$ cat src/rtl/pfm.sv
// Multi-channel pulse former: per channel an optional input synchroniser, a selectable edge
// detector and a small IDLE/PULSE/HOLD FSM that emits a run-time-programmable pulse with an
// optional hold-off gap, retriggering and a sticky missed-edge flag.
module pfm #(
  parameter int unsigned N      = 4,
  parameter int unsigned W      = 8,
  parameter int unsigned SYNC   = 2,
  parameter int unsigned EDGE   = 0,
  parameter int unsigned RETRIG = 0
) (
  input  logic         clk,
  input  logic         rst,
  input  logic [N-1:0] in,
  input  logic [W-1:0] len,
  input  logic [W-1:0] gap,
  input  logic         ovf_clr,
  output logic [N-1:0] q,
  output logic [N-1:0] busy,
  output logic [N-1:0] ovf
);

  typedef enum logic [1:0] {StIdle, StPulse, StHold} state_e;

  localparam bit Retrig = (RETRIG != 0);

  logic [N-1:0] s;
  logic [N-1:0] d_q;
  logic [N-1:0] edge_det;
  logic [N-1:0] drop;
  logic [N-1:0] ovf_q, ovf_d;
  logic [W-1:0] len_m1;
  logic [W-1:0] gap_m1;
  state_e       state_q [N];
  state_e       state_d [N];
  logic [W-1:0] cnt_q   [N];
  logic [W-1:0] cnt_d   [N];

  if (SYNC == 0) begin : g_nosync
    assign s = in;
  end else begin : g_sync
    logic [N-1:0] sync_q [SYNC];

    // Synchroniser chain; reset to 0 so a level held across reset shows up as a rising edge.
    always_ff @(posedge clk or posedge rst) begin
      if (rst) begin
        for (int i = 0; i < SYNC; i++) sync_q[i] <= '0;
      end else begin
        sync_q[0] <= in;
        for (int i = 1; i < SYNC; i++) sync_q[i] <= sync_q[i-1];
      end
    end

    assign s = sync_q[SYNC-1];
  end

  // Previous synchronised level for edge detection.
  always_ff @(posedge clk or posedge rst) begin
    if (rst) d_q <= '0;
    else     d_q <= s;
  end

  // Edge selection.
  always_comb begin
    edge_det = '0;
    if (EDGE == 0)      edge_det = s & ~d_q;
    else if (EDGE == 1) edge_det = ~s & d_q;
    else                edge_det = s ^ d_q;
  end

  // A length of zero behaves as one cycle.
  assign len_m1 = (len == '0) ? '0 : len - W'(1);
  assign gap_m1 = gap - W'(1);

  // Per-channel next state, counter and dropped-edge detection.
  always_comb begin
    drop = '0;
    for (int i = 0; i < N; i++) begin
      state_d[i] = state_q[i];
      cnt_d[i]   = cnt_q[i];
      unique case (state_q[i])
        StIdle: begin
          if (edge_det[i]) begin
            state_d[i] = StPulse;
            cnt_d[i]   = len_m1;
          end
        end
        StPulse: begin
          if (edge_det[i] && Retrig) begin
            cnt_d[i] = len_m1;
          end else begin
            drop[i] = edge_det[i];
            if (cnt_q[i] == '0) begin
              if (gap != '0) begin
                state_d[i] = StHold;
                cnt_d[i]   = gap_m1;
              end else begin
                state_d[i] = StIdle;
              end
            end else begin
              cnt_d[i] = cnt_q[i] - W'(1);
            end
          end
        end
        StHold: begin
          drop[i] = edge_det[i];
          if (cnt_q[i] == '0) state_d[i] = StIdle;
          else                cnt_d[i]   = cnt_q[i] - W'(1);
        end
        default: state_d[i] = StIdle;
      endcase
    end
  end

  // Clear loses to a simultaneous set on the same channel.
  assign ovf_d = (ovf_q & ~{N{ovf_clr}}) | drop;

  // State, counter and sticky flag registers.
  always_ff @(posedge clk or posedge rst) begin
    if (rst) begin
      for (int i = 0; i < N; i++) begin
        state_q[i] <= StIdle;
        cnt_q[i]   <= '0;
      end
      ovf_q <= '0;
    end else begin
      for (int i = 0; i < N; i++) begin
        state_q[i] <= state_d[i];
        cnt_q[i]   <= cnt_d[i];
      end
      ovf_q <= ovf_d;
    end
  end

  // Outputs decoded straight from registered state.
  always_comb begin
    q    = '0;
    busy = '0;
    for (int i = 0; i < N; i++) begin
      q[i]    = (state_q[i] == StPulse);
      busy[i] = (state_q[i] != StIdle);
    end
  end

  assign ovf = ovf_q;

endmodule

$ cat config.mk
export PLATFORM = sky130hd
export DESIGN_NAME = pfm
export DESIGN_NICKNAME = d
export VERILOG_FILES = /design/src/rtl/pfm.sv
export SDC_FILE = /design/constraint.sdc
export NUM_CORES = 1
export LEC_CHECK = 0
export CORE_MARGIN = 4
export CORE_UTILIZATION = 55
export DETAILED_ROUTE_END_ITERATION = 8
export PLACE_DENSITY = 0.83
export SLEW_MARGIN = 20
export SYNTH_ARGS = -nofsm -noshare
export SYNTH_HDL_FRONTEND = slang
export SYNTH_SLANG_ARGS = --single-unit
$ cat constraint.sdc
create_clock -name clk -period 2.6 [get_ports clk]
set_clock_uncertainty 0.2 [all_clocks]
set_input_delay 0.52 -clock clk [delete_from_list [all_inputs] [get_ports clk]]
set_output_delay 0.52 -clock clk [all_outputs]
set_load 0.01 [all_outputs]
==> flow_summary.ini, run 1 <==
[setup_path]
r2r_cells = 5
cp_data_arrival_time_ns = 1.79
worst_r2r_endpoint = cnt_q[21]$_DFFE_PP0P_
worst_ep_required_time_ns = 1.88
critical_path.cell_chain = inv_1, ha_2, clkdlybuf4s50_1
crit-reg2reg-launch = cnt_q[20]$_DFFE_PP0P_
endpoint_kind = output port
reg2reg_setup_slack_ns = 0.15
crit_slowest_cell = sky130_fd_sc_hd__clkdlybuf4s50_1
cp_startpoint_kind = flop
cp_top_family = buffers and inverters
cp_num_buf_inv = 2
critical-path-max-stage-delay_ns = 0.58
critical_path.max_fanout = 10
setup.worst_path.class = reg -> out

[min_path]
hold_depth = 0
hold_path.class = reg -> reg
min_from = g_sync.sync_q[5]$_DFF_PP0_
holdPathEnd = s[1]$_DFF_PP0_

[yosys]
synthesis.area_um2 = 3879
synth-async-reset-ratio_pct = 100.0
avgSynthCellArea_um2 = 8.876
postSynthNetCount = 484
synth.yosys.seq_area_share_pct = 36.13
yosysUniqueCellTypes = 54
synthFlopType = sky130_fd_sc_hd__dfrtp_1
synth.yosys.warnings = 0
synth_seq_cells = 56
synth-edff-count = 0
postSynthCellCount = 437

[layout]
multi_input_area_um2 = 2302
layout_common_cells = sky130_fd_sc_hd__dfrtp_1 (56), sky130_fd_sc_hd__nand2_1 (45), sky130_fd_sc_hd__nor2_1 (42)
antenna_cells_inserted = 0
layout.nets = 550
final_common_cell = sky130_fd_sc_hd__dfrtp_1
flow.area_growth_from_synthesis_pct = 22.06
n_fill_cell = 533
fin_util_pct = 69.30
layout.area.seq_um2 = 1401
drive_above_1_share_pct = 15.28

[timing]
period_share_pct = 96.73
max_freq_mhz = 397.6
setup_tns_ns = 0
report.final.hold_viol_count = 0
slew_headroom_pct = 57.43
min_clock_period_post_route_ns = 2.515
setup_violations = 0
finalHoldWorstSlack_ns = 0.1604
tightestPinTransition_ns = 0.6340
slew_violations = 0

[clock_network]
cts.clk_slew.worst_paths_ns = 0.11
cts_sinks = 56
cts_htree_levels = 2
clock_tree.buffer_depth = 2
cts_made_buffers = 5
insertion_delay_ns = 0.31
cts_root_buffer = sky130_fd_sc_hd__clkbuf_8
clock_tree_from_tritoncts = done

[grt]
maximum_number_of_pins_on_one_net_before_global_route_repair = 27
vias_in_the_first_global_route = 3652
globalRoute.totalOverflow = 0
grt_util_all_layers_pct = 25.74
grt_antenna_before_repair = 0
grt_first_pass_wirelength_um = 17460

[run_status]
run_status = completed

[die]
die_h_um = 91.98
floorplan.rows = 30
effective_utilization_at_floorplan_pct = 56.78
pin_count = 35
die_area_um2 = 8459
die_x_um = 91.98
fp.coreArea_um2 = 6832

[route]
wl_per_cell_um = 17.97
remaining_drc_errors = 0
via_per_inst = 6.195
drtAntennaViolNets = 0
dr.first_iter.drc_count = 243
routed-via-count = 3717
routed_wl_um = 10780
dr.pass1.iters = 5

[power]
vdd_ir_drop_max_mv = 0.7567
design_power_total_mw = 5.700
power.density_cell_area_nw_per_um2 = 1204
leakagePower_nw = 2.030

[placement]
detailedPlacementHpwl_um = 8005
numPortBuffers = 34
gpl.final_weighted_congestion = 0.9004

[flow_run]
maxCapViolations = 0
==> layout make-up <==
| class | count | area share (%) |
|---|---|---|
| Multi-Input combinational cell | 329 | 48.63 |
| Sequential cell | 56 | 29.60 |
| Timing Repair Buffer | 76 | 14.11 |
| Inverter | 35 | 2.775 |
| Tap cell | 96 | 2.537 |
| Clock buffer | 6 | 1.533 |
| Clock inverter | 2 | 0.8192 |
==> per-stage QoR <==
| step | instance area [um2] | worst slack [ns] | std cells |
|---|---|---|---|
| final | 4735 | 0.08507 | 600 |
| after CTS | 4703 | 0.01805 | 600 |
| after global placement | 4589 | -0.2084 | 592 |
| after floorplan | 3879 | 0.2795 | 437 |
| after global routing | 4735 | -0.003343 | 600 |
| after detailed placement | 4589 | -0.3132 | 592 |
==> Yosys cell counts (all sizes together), types with 5 or more instances <==
master,number,share of area (%)
dfrtp,56,36
nand2,45,4.4
nor2,42,4.1
inv,35,3.4
o21ai,32,4.1
ha,24,7.7
o31ai,21,4.2
xnor2,21,4.7
o221ai,14,3.3
clkbuf,13,1.3
o221a,12,3.5
nor4,11,1.8
a21oi,9,1.2
nor3b,9,1.7
a31oi,7,1.1
nand2b,7,1.1
nor3,7,0.90
xor2,7,1.6
nand3,5,0.65
==> worst max path at each step <==
| stage | start | end | slack [ns] | depth (start not counted) |
|---|---|---|---|---|
| final | state_q[3]$_DFFE_PP0P_ | q[2] | 0.09 | 3 |
| after global routing | gap[2] | cnt_q[7]$_DFFE_PP0P_ | -0.003 | 6 |
| after CTS | gap[2] | cnt_q[7]$_DFFE_PP0P_ | 0.02 | 6 |
| after detailed placement | gap[2] | cnt_q[15]$_DFFE_PP0P_ | -0.31 | 6 |
| after global placement | gap[0] | cnt_q[26]$_DFFE_PP0P_ | -0.21 | 9 |
| after floorplan | cnt_q[20]$_DFFE_PP0P_ | cnt_q[23]$_DFFE_PP0P_ | 0.28 | 5 |
==> logic make-up (layout without fill, tap and decap cells) <==
logic type,after synthesis,in the layout,synth area share (%)
flip-flops,56,56,36.13
AO/OA/AOI/OAI,128,128,25.00
buffers and inverters,52,119,5.387
multiplexers,6,6,1.613
adder cells (fa/ha/maj),24,24,7.742
XOR/XNOR,28,28,6.323
AND/OR/NAND/NOR,143,143,17.81
==> power breakdown <==
group | internal (mW) | leakage (nW) | switching, mW
Sequential | 1.22 | 0.689 | 0.396
Clock | 0.292 | 0.0558 | 0.305
Combinational | 1.63 | 1.29 | 1.86
==> state kept, by name (all words and copies together), names as in the netlist <==
signal,flops
state_q,8
ovf,4
cnt_q,32
g_sync.sync_q,4
s,4
d_q,4
==> routing by layer <==
| metal | routed length, um | part of all wire [%] | global-route usage, % |
|---|---|---|---|
| met5 | 0 | 0 | 0 |
| met1 | 4494 | 42 | 33.06 |
| met2 | 5128 | 48 | 41.91 |
| met4 | 505 | 4.7 | 12.50 |
| met3 | 653 | 6.1 | 4.512 |
==> what timing repair did <==
item                       in CTS  in global routing
setup endpoints to repair       1                 16
hold buffers                    0                  0
buffers inserted                0                  0
gates resized for setup         1                  7
(Power assumes the default switching activity.)
==> run 2, diff against run 1 <==
- ABC_AREA: not set -> 1
- PLACE_DENSITY: 0.83 -> 0.82
- SLEW_MARGIN: 20 -> not set
==> flow_summary.ini, run 2 <==
[timing]
max_freq_mhz = 404.1
min_clock_period_post_route_ns = 2.474
setup_violations = 0
report.final.hold_viol_count = 0
rsz0062_at_grt = false
slew_violations = 0
setup_tns_ns = 0
tightestPinTransition_ns = 0.5360
period_share_pct = 95.17
slew_headroom_pct = 63.89

[yosys]
synth.yosys.warnings = 0
avgSynthCellArea_um2 = 6.479
synth_top_area_share_pct = 31.62
netlist.top_cell.by_area = sky130_fd_sc_hd__dfrtp_1
synth_common_cells = sky130_fd_sc_hd__nand2_1 (235), sky130_fd_sc_hd__nand3_1 (92), sky130_fd_sc_hd__inv_1 (89)
synth.yosys.seq_area_share_pct = 31.62
synth-async-reset-ratio_pct = 100.0
postSynthCellCount = 684
postSynthNetCount = 731
yosysUniqueCellTypes = 32
synth_seq_cells = 56
synthesis.area_um2 = 4432
synthFlopType = sky130_fd_sc_hd__dfrtp_1
synthMostInstantiatedCell = sky130_fd_sc_hd__nand2_1
synth.top_cells.by_area = sky130_fd_sc_hd__dfrtp_1 (32%), sky130_fd_sc_hd__nand2_1 (20%), sky130_fd_sc_hd__nand3_1 (10%)
synth-edff-count = 0

[clock_network]
cts.clk_slew.worst_paths_ns = 0.11
cts_made_buffers = 5
clock_tree.buffer_depth = 2
post_cts_resize_count = 0
insertion_delay_ns = 0.32
cts_root_buffer = sky130_fd_sc_hd__clkbuf_8
postCtsHoldBufs = 0
clock_tree_from_tritoncts = done
cts_sinks = 56
cts_htree_levels = 2
postCtsSetupRepairBufs = 0

[die]
die_area_um2 = 9558
effective_utilization_at_floorplan_pct = 57.06
floorplan.rows = 32
fp.coreArea_um2 = 7767
pin_count = 35
die_x_um = 97.77
die_h_um = 97.77

[layout]
antenna_cells_inserted = 0
final_common_cell = sky130_fd_sc_hd__nand2_1
fin_util_pct = 65.19
multi_input_area_um2 = 2610
largest_register_ff_count = 32
layout.area.seq_um2 = 1401
biggest_regs = cnt_q (32), state_q (8)
flow.area_growth_from_synthesis_pct = 14.26
top_register = cnt_q
drive_above_1_share_pct = 7.851
layout_common_cells = sky130_fd_sc_hd__nand2_1 (235), sky130_fd_sc_hd__nand3_1 (92), sky130_fd_sc_hd__inv_1 (88)
layout.nets = 773
n_fill_cell = 725

[setup_path]
endpoint_kind = output port
critical_path.max_fanout = 7
cp_data_arrival_time_ns = 1.75
cp_startpoint_kind = flop
setup.worst_path.class = reg -> out
worst_ep_required_time_ns = 1.88

[grt]
maximum_number_of_pins_on_one_net_before_global_route_repair = 38
globalRoute.totalOverflow = 0
grt_antenna_before_repair = 0
vias_in_the_first_global_route = 4352
grt_first_pass_wirelength_um = 20220
grt_util_all_layers_pct = 25.56

[route]
remaining_drc_errors = 0
drtAntennaViolNets = 0
wl_per_cell_um = 14.37
dr.first_iter.drc_count = 256
routed-via-count = 4519
routed_wl_um = 11900
detail_route.wirelength.met1_um = 5314
via_per_inst = 5.458
met3_wirelength_from_detailed_routing_um = 795
maxUsedRoutingLayer = met4
wl_met2_um = 5329
dr.pass1.iters = 5

[power]
design_power_total_mw = 6.501
vdd_ir_drop_max_mv = 0.6539
leakagePower_nw = 2.649
power.density_cell_area_nw_per_um2 = 1284

[placement]
numPortBuffers = 34
detailedPlacementHpwl_um = 9094
gpl.final_weighted_congestion = 0.9302

[run_status]
run_status = completed

[flow_run]
maxCapViolations = 0

[min_path]
hold_path.class = reg -> reg
-- run 2: cell count changes after synthesis, moves of 10 or more --
cell and delta:
sky130_fd_sc_hd__nor2_1 +18, sky130_fd_sc_hd__o31ai_1 -19, sky130_fd_sc_hd__inv_1 +54, sky130_fd_sc_hd__a21oi_1 +10, sky130_fd_sc_hd__nor4_1 -11, sky130_fd_sc_hd__o221ai_1 -13, sky130_fd_sc_hd__xnor2_1 -15, sky130_fd_sc_hd__nand2_1 +190
sky130_fd_sc_hd__nand3_1 +87, sky130_fd_sc_hd__o221a_2 -11, sky130_fd_sc_hd__o21ai_0 -14
-- run 2: logic make-up (layout without fill, tap and decap cells) --
kind of cell | after synthesis | count (layout) | synth area share [%]
buffers and inverters | 108 | 150 | 9.486
xor gates and xnor gates | 14 | 14 | 2.767
adders and majority gates | 24 | 24 | 6.776
DFF | 56 | 56 | 31.62
and+or+nand+nor | 430 | 430 | 43.00
AOI/OAI and AO/OA | 52 | 52 | 6.353
-- run 2: final cells by class --
type                    instances  share of cell area [%]
repair buffers                 41                   8.006
inverters                     102                   7.709
clock inverters                 2                   1.186
multi-input cells             520                   51.54
well taps                     102                   2.520
flip-flops and latches         56                   27.67
clock buffers                   5                   1.359
-- run 2: per-stage QoR --
stage                     worst slack, ns  cells  cell area (um2)  hold WS [ns]
after floorplan                    0.5087    684             4432        0.1312
after global placement            0.06740    821             4935        0.1325
after detailed placement          0.04473    821             4935        0.1358
after CTS                          0.1257    828             5064        0.1470
after global routing              0.06522    828             5064        0.1676
final                              0.1257    828             5064        0.1382
-- run 2: path summary, 6_finish.rpt --
path,from,end,slack [ns],cells past startpoint
max in group asynchronous,rst,cnt_q[8]$_DFFE_PP0P_,1.30,3
min,g_sync.sync_q[4]$_DFF_PP0_,s[0]$_DFF_PP0_,0.14,0
max reg2reg,state_q[1]$_DFFE_PP0P_,cnt_q[0]$_DFFE_PP0P_,0.40,8
min reg2reg,g_sync.sync_q[4]$_DFF_PP0_,s[0]$_DFF_PP0_,0.14,0
max,state_q[5]$_DFFE_PP0P_,q[1],0.13,3
min in group asynchronous,rst,state_q[7]$_DFFE_PP0P_,0.32,2
-- run 2: power breakdown --
part           switching, mW  internal [mW]
Clock                  0.303          0.380
Combinational           2.66           1.56
Sequential             0.363           1.24
-- run 2: worst max-delay path, cell delays in order, from the launching register on --
cell                              delay, ns
sky130_fd_sc_hd__dfrtp_1               0.43
sky130_fd_sc_hd__inv_1                 0.10
sky130_fd_sc_hd__ha_1                  0.31
sky130_fd_sc_hd__clkdlybuf4s50_1       0.59
-- run 2: routing by layer --
| layer | global-route usage, % | up-vias |
|---|---|---|
| met5 | 0 | - |
| met4 | 11.29 | 0 |
| met3 | 4.000 | 45 |
| met2 | 40.22 | 182 |
| met1 | 34.91 | 2072 |
| li1 | - | 2220 |
==> run 3, diff against run 2 <==
- CTS_CLUSTER_SIZE: not set -> 40
==> results of run 3 <==
The final DEF is identical to that of run 2; final timing and power are the same.
